`src/rtl/mips_muldiv_unit_if.sv`:
```
// Pipeline-side bundle for the iterative multiply/divide unit.
// The master drives requests and mthi/mtlo writes; the slave returns status and HI/LO.
interface mips_muldiv_unit_if #(parameter int WIDTH = 32);
  logic             start;
  logic [1:0]       op;
  logic [WIDTH-1:0] src_a;
  logic [WIDTH-1:0] src_b;
  logic             flush;
  logic             hi_we;
  logic             lo_we;
  logic [WIDTH-1:0] wdata;
  logic             busy;
  logic             done;
  logic [WIDTH-1:0] hi;
  logic [WIDTH-1:0] lo;

  modport master (
    output start, op, src_a, src_b, flush, hi_we, lo_we, wdata,
    input  busy, done, hi, lo
  );

  modport slave (
    input  start, op, src_a, src_b, flush, hi_we, lo_we, wdata,
    output busy, done, hi, lo
  );
endinterface

```
`src/rtl/mips_muldiv_unit.sv`:
```
// Iterative radix-2 MIPS mult/multu/div/divu unit with HI/LO registers.
// Operands are reduced to magnitudes on accept; signs are reapplied in FIN.
module mips_muldiv_unit #(
  parameter int WIDTH = 32
) (
  input  logic               clk,
  input  logic               reset,
  mips_muldiv_unit_if.slave  bus
);
  localparam int CW = $clog2(WIDTH) + 1;

  typedef enum logic [1:0] {S_IDLE, S_CALC, S_FIN} state_t;

  state_t             r_state, w_next;
  logic [CW-1:0]      r_cnt;
  logic [1:0]         r_op;
  logic [WIDTH-1:0]   r_a, r_b;
  logic               r_neg_q, r_neg_r;
  logic [2*WIDTH-1:0] r_acc;
  logic [WIDTH-1:0]   r_hi, r_lo;
  logic               r_done;

  logic               w_accept, w_last, w_wr_ok;
  logic               w_sa, w_sb;
  logic [WIDTH-1:0]   w_abs_a, w_abs_b;
  logic [WIDTH:0]     w_madd;
  logic [2*WIDTH-1:0] w_mstep, w_dstep, w_prod;
  logic [WIDTH:0]     w_rsh, w_sub;
  logic               w_qbit;
  logic [WIDTH-1:0]   w_quo, w_rem;

  assign w_accept = (r_state == S_IDLE) && bus.start && !bus.flush;
  assign w_wr_ok  = (r_state == S_IDLE) && !w_accept;
  assign w_last   = (r_cnt == CW'(WIDTH - 1));

  // op[0]=1 selects the unsigned variants
  assign w_sa    = ~bus.op[0] & bus.src_a[WIDTH-1];
  assign w_sb    = ~bus.op[0] & bus.src_b[WIDTH-1];
  assign w_abs_a = w_sa ? -bus.src_a : bus.src_a;
  assign w_abs_b = w_sb ? -bus.src_b : bus.src_b;

  // Shift-add: acc = {partial product, remaining multiplier bits}
  assign w_madd  = {1'b0, r_acc[2*WIDTH-1:WIDTH]} + (r_acc[0] ? {1'b0, r_a} : '0);
  assign w_mstep = {w_madd, r_acc[WIDTH-1:1]};

  // Restoring divide: acc = {remainder, dividend/quotient}. A set top bit of
  // the shifted remainder means it already exceeds any WIDTH-bit divisor.
  assign w_rsh   = r_acc[2*WIDTH-1:WIDTH-1];
  assign w_sub   = {1'b0, w_rsh[WIDTH-1:0]} - {1'b0, r_b};
  assign w_qbit  = w_rsh[WIDTH] | ~w_sub[WIDTH];
  assign w_dstep = {(w_qbit ? w_sub[WIDTH-1:0] : w_rsh[WIDTH-1:0]),
                    r_acc[WIDTH-2:0], w_qbit};

  // Sign fix. Divide-by-zero leaves remainder = |a|, which the dividend-sign
  // fix turns back into a; overflow (MIN/-1) falls out of the magnitude path.
  assign w_prod = r_neg_q ? -r_acc : r_acc;
  assign w_quo  = (r_b == '0) ? '1 :
                  (r_neg_q ? -r_acc[WIDTH-1:0] : r_acc[WIDTH-1:0]);
  assign w_rem  = r_neg_r ? -r_acc[2*WIDTH-1:WIDTH] : r_acc[2*WIDTH-1:WIDTH];

  always_ff @(posedge clk or posedge reset) begin
    if (reset) r_state <= S_IDLE;
    else       r_state <= w_next;
  end

  always_comb begin
    w_next = r_state;
    if (bus.flush) begin
      w_next = S_IDLE;
    end else begin
      case (r_state)
        S_IDLE:  if (bus.start) w_next = S_CALC;
        S_CALC:  if (w_last)    w_next = S_FIN;
        S_FIN:   w_next = S_IDLE;
        default: w_next = S_IDLE;
      endcase
    end
  end

  always_ff @(posedge clk or posedge reset) begin
    if (reset) begin
      r_cnt   <= '0;
      r_op    <= '0;
      r_a     <= '0;
      r_b     <= '0;
      r_neg_q <= 1'b0;
      r_neg_r <= 1'b0;
      r_acc   <= '0;
      r_hi    <= '0;
      r_lo    <= '0;
      r_done  <= 1'b0;
    end else begin
      r_done <= 1'b0;
      if (w_accept) begin
        r_op    <= bus.op;
        r_a     <= w_abs_a;
        r_b     <= w_abs_b;
        r_neg_q <= w_sa ^ w_sb;
        r_neg_r <= w_sa;
        r_cnt   <= '0;
        r_acc   <= bus.op[1] ? {{WIDTH{1'b0}}, w_abs_a} : {{WIDTH{1'b0}}, w_abs_b};
      end
      if (w_wr_ok && bus.hi_we) r_hi <= bus.wdata;
      if (w_wr_ok && bus.lo_we) r_lo <= bus.wdata;
      if (r_state == S_CALC && !bus.flush) begin
        r_acc <= r_op[1] ? w_dstep : w_mstep;
        r_cnt <= r_cnt + CW'(1);
      end
      if (r_state == S_FIN && !bus.flush) begin
        r_hi   <= r_op[1] ? w_rem : w_prod[2*WIDTH-1:WIDTH];
        r_lo   <= r_op[1] ? w_quo : w_prod[WIDTH-1:0];
        r_done <= 1'b1;
      end
    end
  end

  assign bus.busy = (r_state != S_IDLE);
  assign bus.done = r_done;
  assign bus.hi   = r_hi;
  assign bus.lo   = r_lo;
endmodule

```
`src/flat_wrapper.sv`:
```
// flat-port wrapper written by rule: the top's interface ports become plain ports
module mips_muldiv_unit_flat 
#(
  parameter int WIDTH = 32
)
  (clk, reset, bus_start, bus_op, bus_src_a, bus_src_b, bus_flush, bus_hi_we, bus_lo_we, bus_wdata, bus_busy, bus_done, bus_hi, bus_lo);
  mips_muldiv_unit_if #(.WIDTH(WIDTH)) bus_i ();
  input  logic clk;
  input  logic reset;
  input wire logic [$bits(bus_i.start)-1:0] bus_start;
  input wire logic [$bits(bus_i.op)-1:0] bus_op;
  input wire logic [$bits(bus_i.src_a)-1:0] bus_src_a;
  input wire logic [$bits(bus_i.src_b)-1:0] bus_src_b;
  input wire logic [$bits(bus_i.flush)-1:0] bus_flush;
  input wire logic [$bits(bus_i.hi_we)-1:0] bus_hi_we;
  input wire logic [$bits(bus_i.lo_we)-1:0] bus_lo_we;
  input wire logic [$bits(bus_i.wdata)-1:0] bus_wdata;
  output wire logic [$bits(bus_i.busy)-1:0] bus_busy;
  output wire logic [$bits(bus_i.done)-1:0] bus_done;
  output wire logic [$bits(bus_i.hi)-1:0] bus_hi;
  output wire logic [$bits(bus_i.lo)-1:0] bus_lo;
  assign bus_i.start = bus_start;
  assign bus_i.op = bus_op;
  assign bus_i.src_a = bus_src_a;
  assign bus_i.src_b = bus_src_b;
  assign bus_i.flush = bus_flush;
  assign bus_i.hi_we = bus_hi_we;
  assign bus_i.lo_we = bus_lo_we;
  assign bus_i.wdata = bus_wdata;
  assign bus_busy = bus_i.busy;
  assign bus_done = bus_i.done;
  assign bus_hi = bus_i.hi;
  assign bus_lo = bus_i.lo;
  mips_muldiv_unit #(.WIDTH(WIDTH)) u_core (.clk(clk), .reset(reset), .bus(bus_i));
endmodule
```
`config.mk`:
```
export PLATFORM = sky130hd
export DESIGN_NAME = mips_muldiv_unit_flat
export DESIGN_NICKNAME = d
export VERILOG_FILES = /design/src/rtl/mips_muldiv_unit_if.sv /design/src/rtl/mips_muldiv_unit.sv /design/src/flat_wrapper.sv
export SDC_FILE = /design/constraint.sdc
export NUM_CORES = 1
export LEC_CHECK = 0
export CAP_MARGIN = 20
export CORE_MARGIN = 3
export CORE_UTILIZATION = 40
export DETAILED_ROUTE_END_ITERATION = 10
export PLACE_DENSITY_LB_ADDON = 0.25
export SLEW_MARGIN = 20
export SYNTH_ARGS = -nofsm -noshare
export SYNTH_HDL_FRONTEND = slang
export SYNTH_SLANG_ARGS = --single-unit
```
`constraint.sdc`:
```
create_clock -name clk -period 9.25 [get_ports clk]
set_input_delay 1.3875 -clock clk [delete_from_list [all_inputs] [get_ports clk]]
set_output_delay 1.3875 -clock clk [all_outputs]
set_load 0.01 [all_outputs]
```
======== Yosys cells after proc, flatten, opt, wreduce, memory -nomap -nowiden ========
Index checks and enable logic that the tools add are counted.
cells by class
  add/subtract/negate cells ............... 8
  eq/ne operators ......................... 5
  muxes and demuxes ....................... 25
  bitwise gates (word level) .............. 6
  reduce and logical (&&, ||, !) cells .... 16
operators with widths
  kind                   number
  $mux W32               14
  $mux W64               4
  $neg A32 Y32           4
  $neg A64 Y64           1
  $add A32 B33 Y33       1
  $sub A32 B32 Y33       1
  $logic_not A32 Y1      1
  $mux W6                2
  $reduce_bool A2 Y1     4
  $logic_and A1 B1 Y1    7
  $add A6 B1 Y6 const B  1
  $eq A6 B5 Y1 const B   1
  $mux W2                3
  $pmux W2 S2            1
  $ne A3 B2 Y1 const B   1
  $ne A3 B3 Y1 const B   1
  $and A1 B1 Y1          2
  $eq A2 B1 Y1 const B   1
  $eq A2 B2 Y1 const B   1
  $logic_not A1 Y1       2
  $logic_not A2 Y1       1
  $not A1 Y1             2
  $reduce_and A2 Y1      1
  $mux W1                1
  other kinds (2)        2
word-level totals
  register bits ........................... 205
  input bits .............................. 104
  output and inout bits ................... 66

======== Longest topological paths before layout ========
Gate-level depths: netlist of run 1.
  word-level depth ........................ 8
  depth in mapped cells ................... 15
  mapped depth without buffers ............ 13

======== Least setup slack after synthesis of run 1 ========
Ideal clock, no wire load.
  path type ............................... input to register
  from .................................... input bus_src_b[4]
  to ...................................... register u_core.r_acc[25]
  setup time .............................. 0.126 ns
  arrival time ............................ 3.420 ns
  data required time ...................... 9.124 ns
  setup slack ............................. 5.704 ns
  stages on the path ...................... 9
  path through ............................ or4_1 -> clkbuf_1 -> nor4_2 -> nand3_1 -> nor2_1 -> a21oi_1 -> xnor2_1 -> mux2i_1 -> a221o_1
on the way
  word-level cells in the longest chain between the ends .. 5
ends and longest elaborated chain
  what                  line                     RTL
  start, declared       flat_wrapper.sv:13       input wire logic [$bits(bus_i.src_b)-1:0] bus_src_b;
  $neg A32 Y32          mips_muldiv_unit.sv:40   assign w_abs_b = w_sb ? -bus.src_b : bus.src_b;
  $mux W32              mips_muldiv_unit.sv:40
  $mux W32              mips_muldiv_unit.sv:101  r_acc <= bus.op[1] ? {{WIDTH{1'b0}}, w_abs_a} : {{WIDTH{1'b0}}, w_abs_b};
  $mux W64              mips_muldiv_unit.sv:94   if (w_accept) begin
  $mux W64              mips_muldiv_unit.sv:105  if (r_state == S_CALC && !bus.flush) begin
  end signal, assigned  mips_muldiv_unit.sv:101
  end signal, assigned  mips_muldiv_unit.sv:106  r_acc <= r_op[1] ? w_dstep : w_mstep;
  end, declared         mips_muldiv_unit.sv:19   logic [2*WIDTH-1:0] r_acc;
No other way between the ends. The select of a mux whose other input is x is not followed.
A chain may end at the register's enable or synchronous reset.

======== Worst setup path in the final report of run 1 ========
  from .................................... register u_core.r_acc[32]
  to ...................................... register u_core.r_acc[42]
on the way
  word-level cells in the longest chain between the ends .. 6
  elaborated cells on any way between the ends .. 7
  those cells by class .................... add/sub (2); mux (3); bitwise (2)
ends and longest elaborated chain
  what              line                     RTL
  $sub A32 B32 Y33  mips_muldiv_unit.sv:49   assign w_sub = {1'b0, w_rsh[WIDTH-1:0]} - {1'b0, r_b};
  $not A1 Y1        mips_muldiv_unit.sv:50   assign w_qbit = w_rsh[WIDTH] | ~w_sub[WIDTH];
  $or A1 B1 Y1      mips_muldiv_unit.sv:50
  $mux W32          mips_muldiv_unit.sv:51   assign w_dstep = {(w_qbit ? w_sub[WIDTH-1:0] : w_rsh[WIDTH-1:0]),
  $mux W64 (*)      mips_muldiv_unit.sv:106
  $mux W64 (*)      mips_muldiv_unit.sv:105
Mark *: on every way between the ends. The rest lies on a longest branch, timed or not.

==> results of run 1 <==
-- through the flow --
step	cell area [um2]	hold WS, ns	power (mW)	utilization [%]	cells
2_1_floorplan	15800	0.442	3.16	-	1902
3_3_place_gp	17900	0.455	3.94	46.0	2497
3_5_place_dp	17900	0.466	3.98	46.0	2497
4_1_cts	18800	0.479	5.07	48.4	2545
5_1_grt	18900	0.485	5.43	48.4	2546
6_report	18900	0.471	5.11	48.4	2546
-- kinds of logic (layout without fill, tap and decap cells) --
group,count (synthesis),count (layout)
AND/OR/NAND/NOR,604,604
AO/OA/AOI/OAI,571,571
flip-flops,204,204
buffers and inverters,176,302
XOR/XNOR,167,167
multiplexers,109,109
adder cells (fa/ha/maj),71,71
-- worst min-delay path, cell delays in order (launching register included) --
cell and delay [ns]:
dfrtp_1 0.34, nand2_1 0.04, o21ai_0 0.06
-- registers in the layout (all words and copies together), names as in the netlist --
name             flops
u_core.r_a          32
u_core.r_cnt         6
u_core.r_neg_q       1
u_core.bus.hi       32
u_core.bus.done      1
u_core.r_op          1
u_core.r_state       2
u_core.r_acc        64
u_core.r_b          32
u_core.r_neg_r       1
u_core.bus.lo       32
-- per-layer routing --
layer	vias to the layer above	wire length, um	GRT usage [%]
met5	-	13	0
met4	2	1820	7.81
met3	86	3700	3.00
met2	672	26200	42.4
met1	7436	25500	38.2
li1	7097	-	-
-- power breakdown --
part	total, mW	switching, mW	leakage (nW)	internal, mW
combinational	2.55	1.47	5.08	1.08
sequential	1.48	0.387	2.55	1.09
clock	1.08	0.416	0.450	0.667
-- area by class of cell --
type,count,share of cell area (%)
Clock buffer,41,4.39
Clock inverter,7,0.478
Inverter,65,1.33
Multi-Input combinational cell,1522,53.4
Sequential cell,204,27.1
Tap cell,518,3.44
Timing Repair Buffer,189,9.84
-- worst max-delay path by stage --
stage	startpoint	to
finish	u_core.r_acc[32]$_DFFE_PP0P_	u_core.r_acc[42]$_DFFE_PP0P_
global route	u_core.r_acc[31]$_DFFE_PP0P_	u_core.r_acc[42]$_DFFE_PP0P_
CTS	u_core.r_acc[32]$_DFFE_PP0P_	u_core.r_acc[42]$_DFFE_PP0P_
detailed placement	bus_src_b[4]	u_core.r_acc[28]$_DFFE_PP0P_
global placement	bus_src_b[4]	u_core.r_acc[28]$_DFFE_PP0P_
floorplan	reset	u_core.bus.done$_DFF_PP0_
-- Yosys cell counts (3+ instances only) --
library cell,n
a211oi_1,15
a21o_1,25
a21oi_1,130
a221o_1,36
a221oi_1,3
a22o_1,8
a22oi_1,20
a311oi_1,3
a31oi_1,18
and2_1,36
and3_1,13
buf_1,13
buf_2,7
clkbuf_1,88
dfrtp_1,204
ha_1,69
inv_1,63
mux2_2,11
mux2i_1,98
nand2_1,218
nand2b_1,21
nand3_1,39
nand4_1,15
nor2_1,130
nor2b_1,15
nor3_1,36
nor3b_1,5
nor4_1,23
nor4b_1,5
o211ai_1,26
o21a_1,10
o21ai_0,198
o21ai_1,6
o21bai_1,8
o221ai_1,3
o31ai_1,28
o41ai_1,10
o41ai_2,3
or3_1,17
or4_1,11
xnor2_1,81
xor2_1,86
==> summary.txt, run 1 <==
Critical path
  • Worst path max stage delay: 0.52 ns
  • Family with the most delay on the worst path: compound AO/OA/AOI/OAI gates
  • Worst-path cell chain: inv_1 > fa_1 > nand2b_1 > a21oi_1 > o21ai_0 > o21ai_1 > a31oi_1 > o21ai_4 > buf_4 > mux2_2 > a22oi_1 > o21ai_0
  • Worst Path Buf+Inv: 2
  • R2R Path Start: u_core.r_acc[32]$_DFFE_PP0P_
  • Data arrival time of the critical path: roughly 4.5 ns
  • CP Max Fanout: 35
  • Worst setup EP type: flop
  • RR Endpoint: u_core.r_acc[42]$_DFFE_PP0P_
  • CP max stage cell: dfrtp_1
  • Crit path kind: reg -> reg
  • Worst reg2reg path depth: 12
  • Critical path depth in cells: 12
  • R2R Setup Slk: between 5 and 6 ns
  • Crit start category: flop
  • Crit path top cell by count: o21ai_0
  • Crit path required time: 9.65 ns

Power and ir drop
  • Cell Pwr Density: between 200 and 300 nW/um2
  • P_leak: about 8 nW
  • Worst VDD drop: around 0.00015 V

Clocking
  • Reg clk slew, reported paths: 0.06 ns
  • CTS Buffer Depth: 3
  • Resize count post-CTS: 0
  • Clk root buf: clkbuf_16
  • Sink Count: 204
  • Clk_lat worst skew: 0.54 ns
  • Post-CTS setup buffer count: 0
  • H-tree levels: 1
  • CTS buffer count: 26
  • CTS tree: done
  • Hold buffers post-CTS: 0

Global route
  • Vias in the first global route: about 14,000
  • Antenna violations before repair: 1
  • GRT Residual Overflow: 0
  • Gr usage total: 26.6%
  • Largest net degree at the start of global routing: roughly 110
  • Global-route wire length before repair: between 80,000 and 90,000 um

Synth
  • Compound-Gate Fraction of Synth Area: 22.9%
  • Fraction of registers with async set/reset: 100%
  • Post-synth top area share: roughly a third
  • Mapped cell area: 15,800 um2
  • Xor/xnor share of the synthesized area: 9.24%
  • Syn nets: between 2,000 and 2,500
  • Yosys warns: 0
  • Main combinational cell family by area after synthesis: compound AO/OA/AOI/OAI gates
  • Seq/Total Area, Yosys: between 30% and 40%
  • Synth Flop Type: dfrtp_1
  • Synth Area in Adders: between 5 and 6%
  • Mean Syn Cell Area: ~8.3 um2
  • Yosys reg bits: between 200 and 250
  • Post-Syn Instances: around 1,900
  • Proportion of synthesized area in mux cells: roughly 7.0%
  • Post-synth top area cell: dfrtp_1
  • Ranking of synthesized cells by area: dfrtp_1 32%, o21ai_0 6.3%, mux2i_1 6.2%, ha_1 5.5%, nand2_1 5.2%
  • Synth cell types: between 70 and 80
  • Synth Area in Simple Gates: 18.6%
  • EDFF count, synth: 0

STA
  • Setup ws final: 5.11 ns
  • Unrepaired setup endpoints after global routing: false
  • Final setup viols: 0
  • Final period util: 44.7%
  • Worst slew margin: a little under a third
  • F_max: approximately 240 MHz
  • Final Slew Violations: 0
  • Least-Margin Pin Slew: 1.03 ns
  • Endpoints failing hold: 0
  • Clock Skews: around 0.012 ns
  • Post-layout min period: 4.14 ns
  • Total negative slack: 0 ns

Drt
  • DR vias/cell: 6.01
  • First-pass iteration count of the detailed router: 5
  • DRC errors left: 0
  • Final wirelength: 57,200 um
  • Wire length per cell: ~22 um
  • DRT antenna net count: 0
  • Iteration-0 DRC Markers: roughly 1,600
  • DR vias: about 15,000

Min path
  • Worst hold path depth: 2
  • Hold Crit Class: reg -> reg
  • Hold Crit Start: u_core.r_a[16]$_DFFE_PP0P_
  • Worst Hold Path EP: u_core.r_a[16]$_DFFE_PP0P_

Die
  • Die W: between 200 and 250 um
  • Core area: 38,900 um2
  • Die height: slightly above 200 um
  • Io pins: 170
  • Cell Rows: 72
  • Full die area: between 40,000 and 50,000 um2
  • Initial Utilization: between 40% and 50%

Cells and area
  • Number of fill cells: roughly 3,800
  • Commonest non-fill, non-tap cell in the layout: nand2_1
  • Commonest non-fill, non-tap cells in the layout: 218 x nand2_1, 203 x dfrtp_1, 198 x o21ai_0
  • Reg area: between 5000 and 6000 um2
  • Area Overhead vs Synth: 19.1%
  • Share of layout cells above drive strength 1: under 10%
  • Footprint of the multi-input gates: just over 10,000 um2
  • Antenna Cells: 0
  • Final #Nets: 2,183

Placement
  • DP Worst Slack: around 4.7 ns
  • IO Port Bufs: ~170
  • Placed wire-length estimate: 43,500 um
  • Final GP Congestion: roughly 0.96

Run
  • Max cap viols: 0

Outcome
  • Status: finished, final reports clean
(Power assumes the default switching activity.)
==> run 2, diff against run 1 <==
- clock period: 9.25 -> 3.8 ns (I/O delays scaled with it)
==> summary.txt, run 2 (synthesis results as in run 1) <==
Outcome
  • Status: finished, final reports clean

Die
  • Die height: 205 um (unchanged)
  • Io pins: 170 (unchanged)
  • Core area: 38,900 um2 (unchanged)
  • Full die area: 42,000 um2 (unchanged)
  • Initial Utilization: 40.7% (unchanged)
  • Cell Rows: 72 (unchanged)
  • Die W: 205 um (unchanged)

Drt
  • Iteration-0 DRC Markers: 1,450 (-8.0%)
  • Wire length per cell: 21.9 um (-2.5%)
  • DRT antenna net count: 0 (unchanged)
  • DR vias: 15,300 (-0.22%)
  • DRC errors left: 0 (unchanged)
  • First-pass iteration count of the detailed router: 5 (unchanged)
  • Final wirelength: 56,700 um (-0.93%)
  • DR vias/cell: 5.90 (-1.8%)

Critical path
  • Crit path kind: reg -> reg
  • Crit start category: flop
  • Worst-path cell chain: inv_1 > ha_1 > fa_1 > nand2b_1 > a21oi_2 > o21ai_0 > o21ai_1 > a31oi_2 > o21ai_4 > buf_12 > buf_4 > mux2i_1 > a21oi_1 > a22o_1
  • CP Max Fanout: 36 (+2.9%)
  • Worst path max stage delay: 0.41 ns (-0.11 ns)
  • Data arrival time of the critical path: 3.90 ns (-0.64 ns)
  • Worst setup EP type: flop
  • R2R Setup Slk: 0.32 ns (-4.79 ns)
  • Crit path required time: 4.22 ns (-5.43 ns)
  • CP max stage cell: fa_1

Cells and area
  • Share of layout cells above drive strength 1: 7.16% (+2.0 points)
  • Reg area: 5110 um2 (unchanged)
  • Largest register by flop count: u_core.r_acc
  • Post-route cell area: 19,200 um2 (+1.9%)
  • Antenna Cells: 0 (unchanged)
  • Final #Nets: 2,225 (+1.9%)
  • Area Overhead vs Synth: 21.3%
  • Non-Filler Instances: 2,586 (+1.6%)
  • Commonest non-fill, non-tap cell in the layout: nand2_1
  • Commonest non-fill, non-tap cells in the layout: 218 x nand2_1, 203 x dfrtp_1, 198 x o21ai_0
  • Max reg flops: 64 (unchanged)
  • Number of fill cells: 3,737 (-1.2%)
  • Post-layout util: 49.4% (+0.91 points)
  • Footprint of the multi-input gates: 10,100 um2 (+0.17%)

Clocking
  • Hold buffers post-CTS: 0 (unchanged)
  • Clk_lat worst skew: 0.55 ns (about the same)
  • CTS Buffer Depth: 3 (unchanged)
  • Reg clk slew, reported paths: 0.07 ns (about the same)
  • CTS buffer count: 24 (-7.7%)
  • CTS tree: done
  • H-tree levels: 1 (unchanged)
  • Sink Count: 204 (unchanged)
  • Clk root buf: clkbuf_16

STA
  • Final Slew Violations: 0 (unchanged)
  • Fin Hold WS: 0.475 ns (+0.00353 ns)
  • Unrepaired setup endpoints after global routing: false
  • F_max: 287 MHz (+19%)
  • Clock Skews: 0.0282 ns (+0.0159 ns)
  • Endpoints failing hold: 0 (unchanged)
  • Post-layout min period: 3.48 ns (-0.657 ns)
  • Final setup viols: 0 (unchanged)
  • Worst slew margin: 43.2% (+12 points)
  • Least-Margin Pin Slew: 0.852 ns (-0.179 ns)
  • Setup ws final: 0.319 ns (-4.79 ns)
  • Final period util: 91.6% (+47 points)
  • Total negative slack: 0 ns (unchanged)

Power and ir drop
  • Worst VDD drop: 0.000368 V (+150%)
  • P_leak: 8.30 nW (+2.7%)
  • Total power: 12.7 mW (+150%)
  • Cell Pwr Density: 662 nW/um2 (+140%)

Global route
  • Antenna violations before repair: 1 (unchanged)
  • GRT Residual Overflow: 0 (unchanged)
  • Vias in the first global route: 14,700 (+1.7%)
  • Largest net degree at the start of global routing: 136 (+27%)
  • Global-route wire length before repair: 87,000 um (-0.28%)
  • Gr usage total: 26.5% (-0.15 points)

Placement
  • DP Worst Slack: 0.249 ns (-4.43 ns)
  • Inst Count DP: 2,542 (+1.8%)
  • Placed wire-length estimate: 44,300 um (+1.7%)
  • Final GP Congestion: 0.958 (about the same)
  • Area post-placement: 18,300 um2 (+2.2%)
  • IO Port Bufs: 169 (unchanged)

Run
  • Max cap viols: 0 (unchanged)

Min path
  • Hold Crit Class: reg -> reg
## run 2: cell types whose count changed in the layout (fill, tap and decap cells not counted), sizes merged
cell      before  now
clkinv         4    7
clkinvlp       2    3
clkbuf        41   29
buf           20   64
bufinv         2    6
## run 2: power by group
| part | switching (mW) | leakage, nW | internal (mW) | total [mW] |
|---|---|---|---|---|
| registers | 0.662 | 2.55 | 2.66 | 3.32 |
| logic | 3.90 | 5.32 | 2.85 | 6.76 |
| clock network | 1.02 | 0.430 | 1.62 | 2.63 |
## run 2: worst paths after layout
kind	depth (start not counted)	end	start
hold / removal	2	u_core.r_a[19]$_DFFE_PP0P_	u_core.r_a[19]$_DFFE_PP0P_
max in group asynchronous	3	u_core.r_b[6]$_DFFE_PP0P_	reset
hold reg to reg	2	u_core.r_a[19]$_DFFE_PP0P_	u_core.r_a[19]$_DFFE_PP0P_
setup / recovery	14	u_core.r_acc[39]$_DFFE_PP0P_	u_core.r_acc[31]$_DFFE_PP0P_
min in group asynchronous	3	u_core.bus.hi[29]$_DFFE_PP0P_	reset
setup reg to reg	14	u_core.r_acc[39]$_DFFE_PP0P_	u_core.r_acc[31]$_DFFE_PP0P_
## run 2: area by class of cell
class | count | area share (%)
multi-input cells | 1522 | 52.5
clock inverters | 15 | 1.32
flip-flops and latches | 204 | 26.6
repair buffers | 233 | 11.6
clock buffers | 29 | 3.33
inverters | 65 | 1.29
well taps | 518 | 3.37
## run 2: worst max-delay path: cells and delay by family (launching register included)
family                     cells  cell delay, ns
buffers and inverters          3            0.56
adders and majority gates      2            0.64
and+or+nand+nor                1            0.20
DFF                            1            0.39
muxes                          1            0.19
AOI/OAI and AO/OA              7            1.37
## run 2: routing by layer
layer  up-vias  wire length, um  global-route usage (%)
met2       543            26100                    42.4
met1      7467            25700                    38.4
met3        71             3310                    2.54
met5         -                0                       0
li1       7179                -                       -
met4         0             1550                    6.74
## run 2: timing repair
action                     CTS  global route
gates resized for setup      0             3
setup buffers                0             0
setup endpoints to repair    0             2
==> run 3, diff against run 2 <==
- ABC_AREA: unset -> 1
- CTS_CLUSTER_SIZE: unset -> 14
==> summary.txt, run 3 <==
Synth
  • Seq/Total Area, Yosys: 26.7% (-5.5 points)
  • Yosys reg bits: 204 (unchanged)
  • Mean Syn Cell Area: 5.96 um2 (-28%)
  • Mapped cell area: 19,100 um2 (+21%)
  • Post-Syn Instances: 3,207 (+69%)
  • Count leader, synth: nand2_1
  • EDFF count, synth: 0 (unchanged)
  • Post-synth top cells: 1,127 x nand2_1, 466 x inv_1, 310 x nand3_1
  • Syn nets: 3,382 (+63%)
  • Post-synth top area share: 26.7% (-5.5 points)
  • Synth Flop Type: dfrtp_1
  • Yosys warns: 0 (unchanged)
  • Synth cell types: 51 (-32%)
  • Ranking of synthesized cells by area: dfrtp_1 27%, nand2_1 22%, inv_1 9.2%, nand3_1 8.1%, nor2_1 5.6%
  • Fraction of registers with async set/reset: 100% (unchanged)
  • Post-synth top area cell: dfrtp_1

Power and ir drop
  • Gate power share: 61.4% (+8.2 points)
  • Switching power share of the total: 52.8% (+8.9 points)
  • Sw power: 8.84 mW (+58%)
  • Clk network pwr share: 16.0% (-4.7 points)
  • Sequential share of power: 22.6% (-3.5 points)
  • P_leak: 11.6 nW (+40%)
  • Pint: 7.91 mW (+11%)
  • Cell Pwr Density: 748 nW/um2 (+13%)
  • Worst VDD drop: 0.000407 V (+11%)

Cells and area
  • Antenna Cells: 0 (unchanged)
  • Area Overhead vs Synth: 17.3%
  • Largest register by flop count: u_core.r_acc
  • Share of layout cells above drive strength 1: 4.31% (-2.8 points)
  • Commonest non-fill, non-tap cell in the layout: nand2_1
  • Post-layout util: 47.8% (-1.5 points)
  • Max reg flops: 64 (unchanged)
  • Final #Nets: 3,524 (+58%)
  • Commonest non-fill, non-tap cells in the layout: 1,127 x nand2_1, 464 x inv_1, 310 x nand3_1

Min path
  • Hold Crit Class: in -> async

Placement
  • IO Port Bufs: 169 (unchanged)
  • Final GP Congestion: 1.02 (+6.1%)
  • Placed wire-length estimate: 64,000 um (+45%)

Clocking
  • Clk_lat worst skew: 0.55 ns (about the same)
  • CTS buffer count: 25 (+4.2%)
  • Post-CTS setup buffer count: 0 (unchanged)
  • H-tree levels: 1 (unchanged)
  • Hold buffers post-CTS: 0 (unchanged)
  • CTS Buffer Depth: 3 (unchanged)
  • Resize count post-CTS: 0 (unchanged)
  • Clk root buf: clkbuf_16
  • Sink Count: 204 (unchanged)
  • Reg clk slew, reported paths: 0.06 ns (about the same)
  • CTS tree: done

Die
  • Die height: 225 um (+9.6%)
  • Io pins: 170 (unchanged)
  • Die W: 225 um (+9.6%)
  • Core area: 46,900 um2 (+20%)
  • Cell Rows: 79 (+9.7%)
  • Full die area: 50,400 um2 (+20%)
  • Initial Utilization: 40.8% (+0.10 points)

STA
  • Worst slew margin: 33.7% (-9.6 points)
  • Final Slew Violations: 0 (unchanged)
  • F_max: 333 MHz (+16%)
  • Total negative slack: 0 ns (unchanged)
  • Final setup viols: 0 (unchanged)
  • Clock Skews: 0.0105 ns (-0.0177 ns)
  • Final period util: 79.0% (-13 points)
  • Unrepaired setup endpoints after global routing: false
  • Endpoints failing hold: 0 (unchanged)
  • Least-Margin Pin Slew: 0.992 ns (+0.140 ns)
  • Post-layout min period: 3.00 ns (-0.478 ns)

Drt
  • Wire length per cell: 19.8 um (-9.5%)
  • DR vias/cell: 5.49 (-6.9%)
  • DRT antenna net count: 0 (unchanged)
  • Final wirelength: 78,800 um (+39%)
  • First-pass iteration count of the detailed router: 6 (+1)
  • Iteration-0 DRC Markers: 2,585 (+78%)
  • DR vias: 21,800 (+43%)
  • DRC errors left: 0 (unchanged)

Global route
  • Gr usage total: 30.4% (+3.9 points)
  • GRT Residual Overflow: 0 (unchanged)
  • Antenna violations before repair: 1 (unchanged)
  • Vias in the first global route: 19,700 (+34%)
  • Largest net degree at the start of global routing: 96 (-29%)
  • Global-route wire length before repair: 119,000 um (+37%)

Outcome
  • Status: finished, final reports clean

Critical path
  • Crit path launch: u_core.r_acc[0]$_DFFE_PP0P_
  • Data arrival time of the critical path: 3.38 ns (-0.52 ns)
  • Worst setup EP type: flop
  • CP Max Fanout: 7 (-81%)
  • Crit start category: flop
  • Crit path kind: reg -> reg
  • R2R Path Start: u_core.r_acc[0]$_DFFE_PP0P_
  • Crit path required time: 4.17 ns (-0.05 ns)

Run
  • Max cap viols: 0 (unchanged)
## run 3: cell count changes after synthesis, sizes merged, moves of 26 or more
| cell | before | now |
|---|---|---|
| a21oi | 130 | 104 |
| a221o | 36 | 0 |
| and2 | 36 | 6 |
| clkbuf | 88 | 56 |
| inv | 64 | 477 |
| mux2i | 98 | 0 |
| nand2 | 219 | 1141 |
| nand3 | 39 | 314 |
| nand4 | 15 | 46 |
| nor2 | 130 | 302 |
| o31ai | 28 | 2 |
| xnor2 | 81 | 19 |
| xor2 | 86 | 55 |
## run 3: power groups by stage
stage	registers (mW)	logic, mW	clock network [mW]
3_5_place_dp	3.78	9.99	0
2_1_floorplan	3.51	6.73	0
5_1_grt	3.83	11.3	2.78
3_3_place_gp	3.77	10.0	0
4_1_cts	3.75	10.0	2.70
6_report	3.79	10.3	2.68
## run 3: final timing paths
kind | end | slack [ns] | depth (start not counted)
max | u_core.bus.lo[26]$_DFFE_PP0P_ | 0.80 | 9
min | u_core.bus.lo[12]$_DFFE_PP0P_ | 0.42 | 2
max reg2reg | u_core.bus.lo[26]$_DFFE_PP0P_ | 0.80 | 9
min reg2reg | u_core.r_a[8]$_DFFE_PP0P_ | 0.49 | 2
max in group asynchronous | u_core.r_neg_q$_DFFE_PP0P_ | 2.56 | 3
min in group clk | u_core.r_a[8]$_DFFE_PP0P_ | 0.49 | 2
## run 3: routing by layer
layer | up-vias | GRT usage, % | wire length, um
met5 | - | 0 | 11
met4 | 2 | 10.7 | 3320
met3 | 159 | 3.69 | 6540
met2 | 1039 | 46.1 | 33700
met1 | 10100 | 44.6 | 35300
li1 | 10500 | - | -
## run 3: logic make-up after synthesis
kind of cell | share of synthesized area (%)
AOI/OAI and AO/OA | 12.0
xor gates and xnor gates | 3.39
adders and majority gates | 4.73
buffers and inverters | 11.6
DFF | 26.7
and+or+nand+nor | 41.6
## run 3: layout make-up
class,instances,area (um2)
Fill cell,5028,24400
Clock inverter,6,159
Multi-Input combinational cell,2432,11800
Tap cell,607,759
Timing Repair Buffer,208,2050
Sequential cell,204,5110
Clock buffer,37,751
Inverter,478,1800
## run 3: critical path, cell delays in order (launching register included)
cell      delay, ns
dfrtp_1        0.52
inv_1          0.12
ha_1           0.21
nand4_1        0.18
nor2_2         0.22
nand2_2        0.13
nor2_1         0.54
nor3_1         0.09
o21ai_0        0.64
o211ai_1       0.17
## run 3: per-stage QoR
stage               total power, mW  instance area, um2  std cells  hold WS (ns)  worst slack (ns)
global route                   17.9               22400       3972         0.440             0.672
floorplan                      10.2               19100       3207         0.449             0.586
CTS                            16.5               22400       3972         0.415             0.921
global placement               13.8               21500       3929         0.466             0.776
finish                         16.8               22400       3972         0.424             0.796
detailed placement             13.8               21500       3929         0.471             0.811
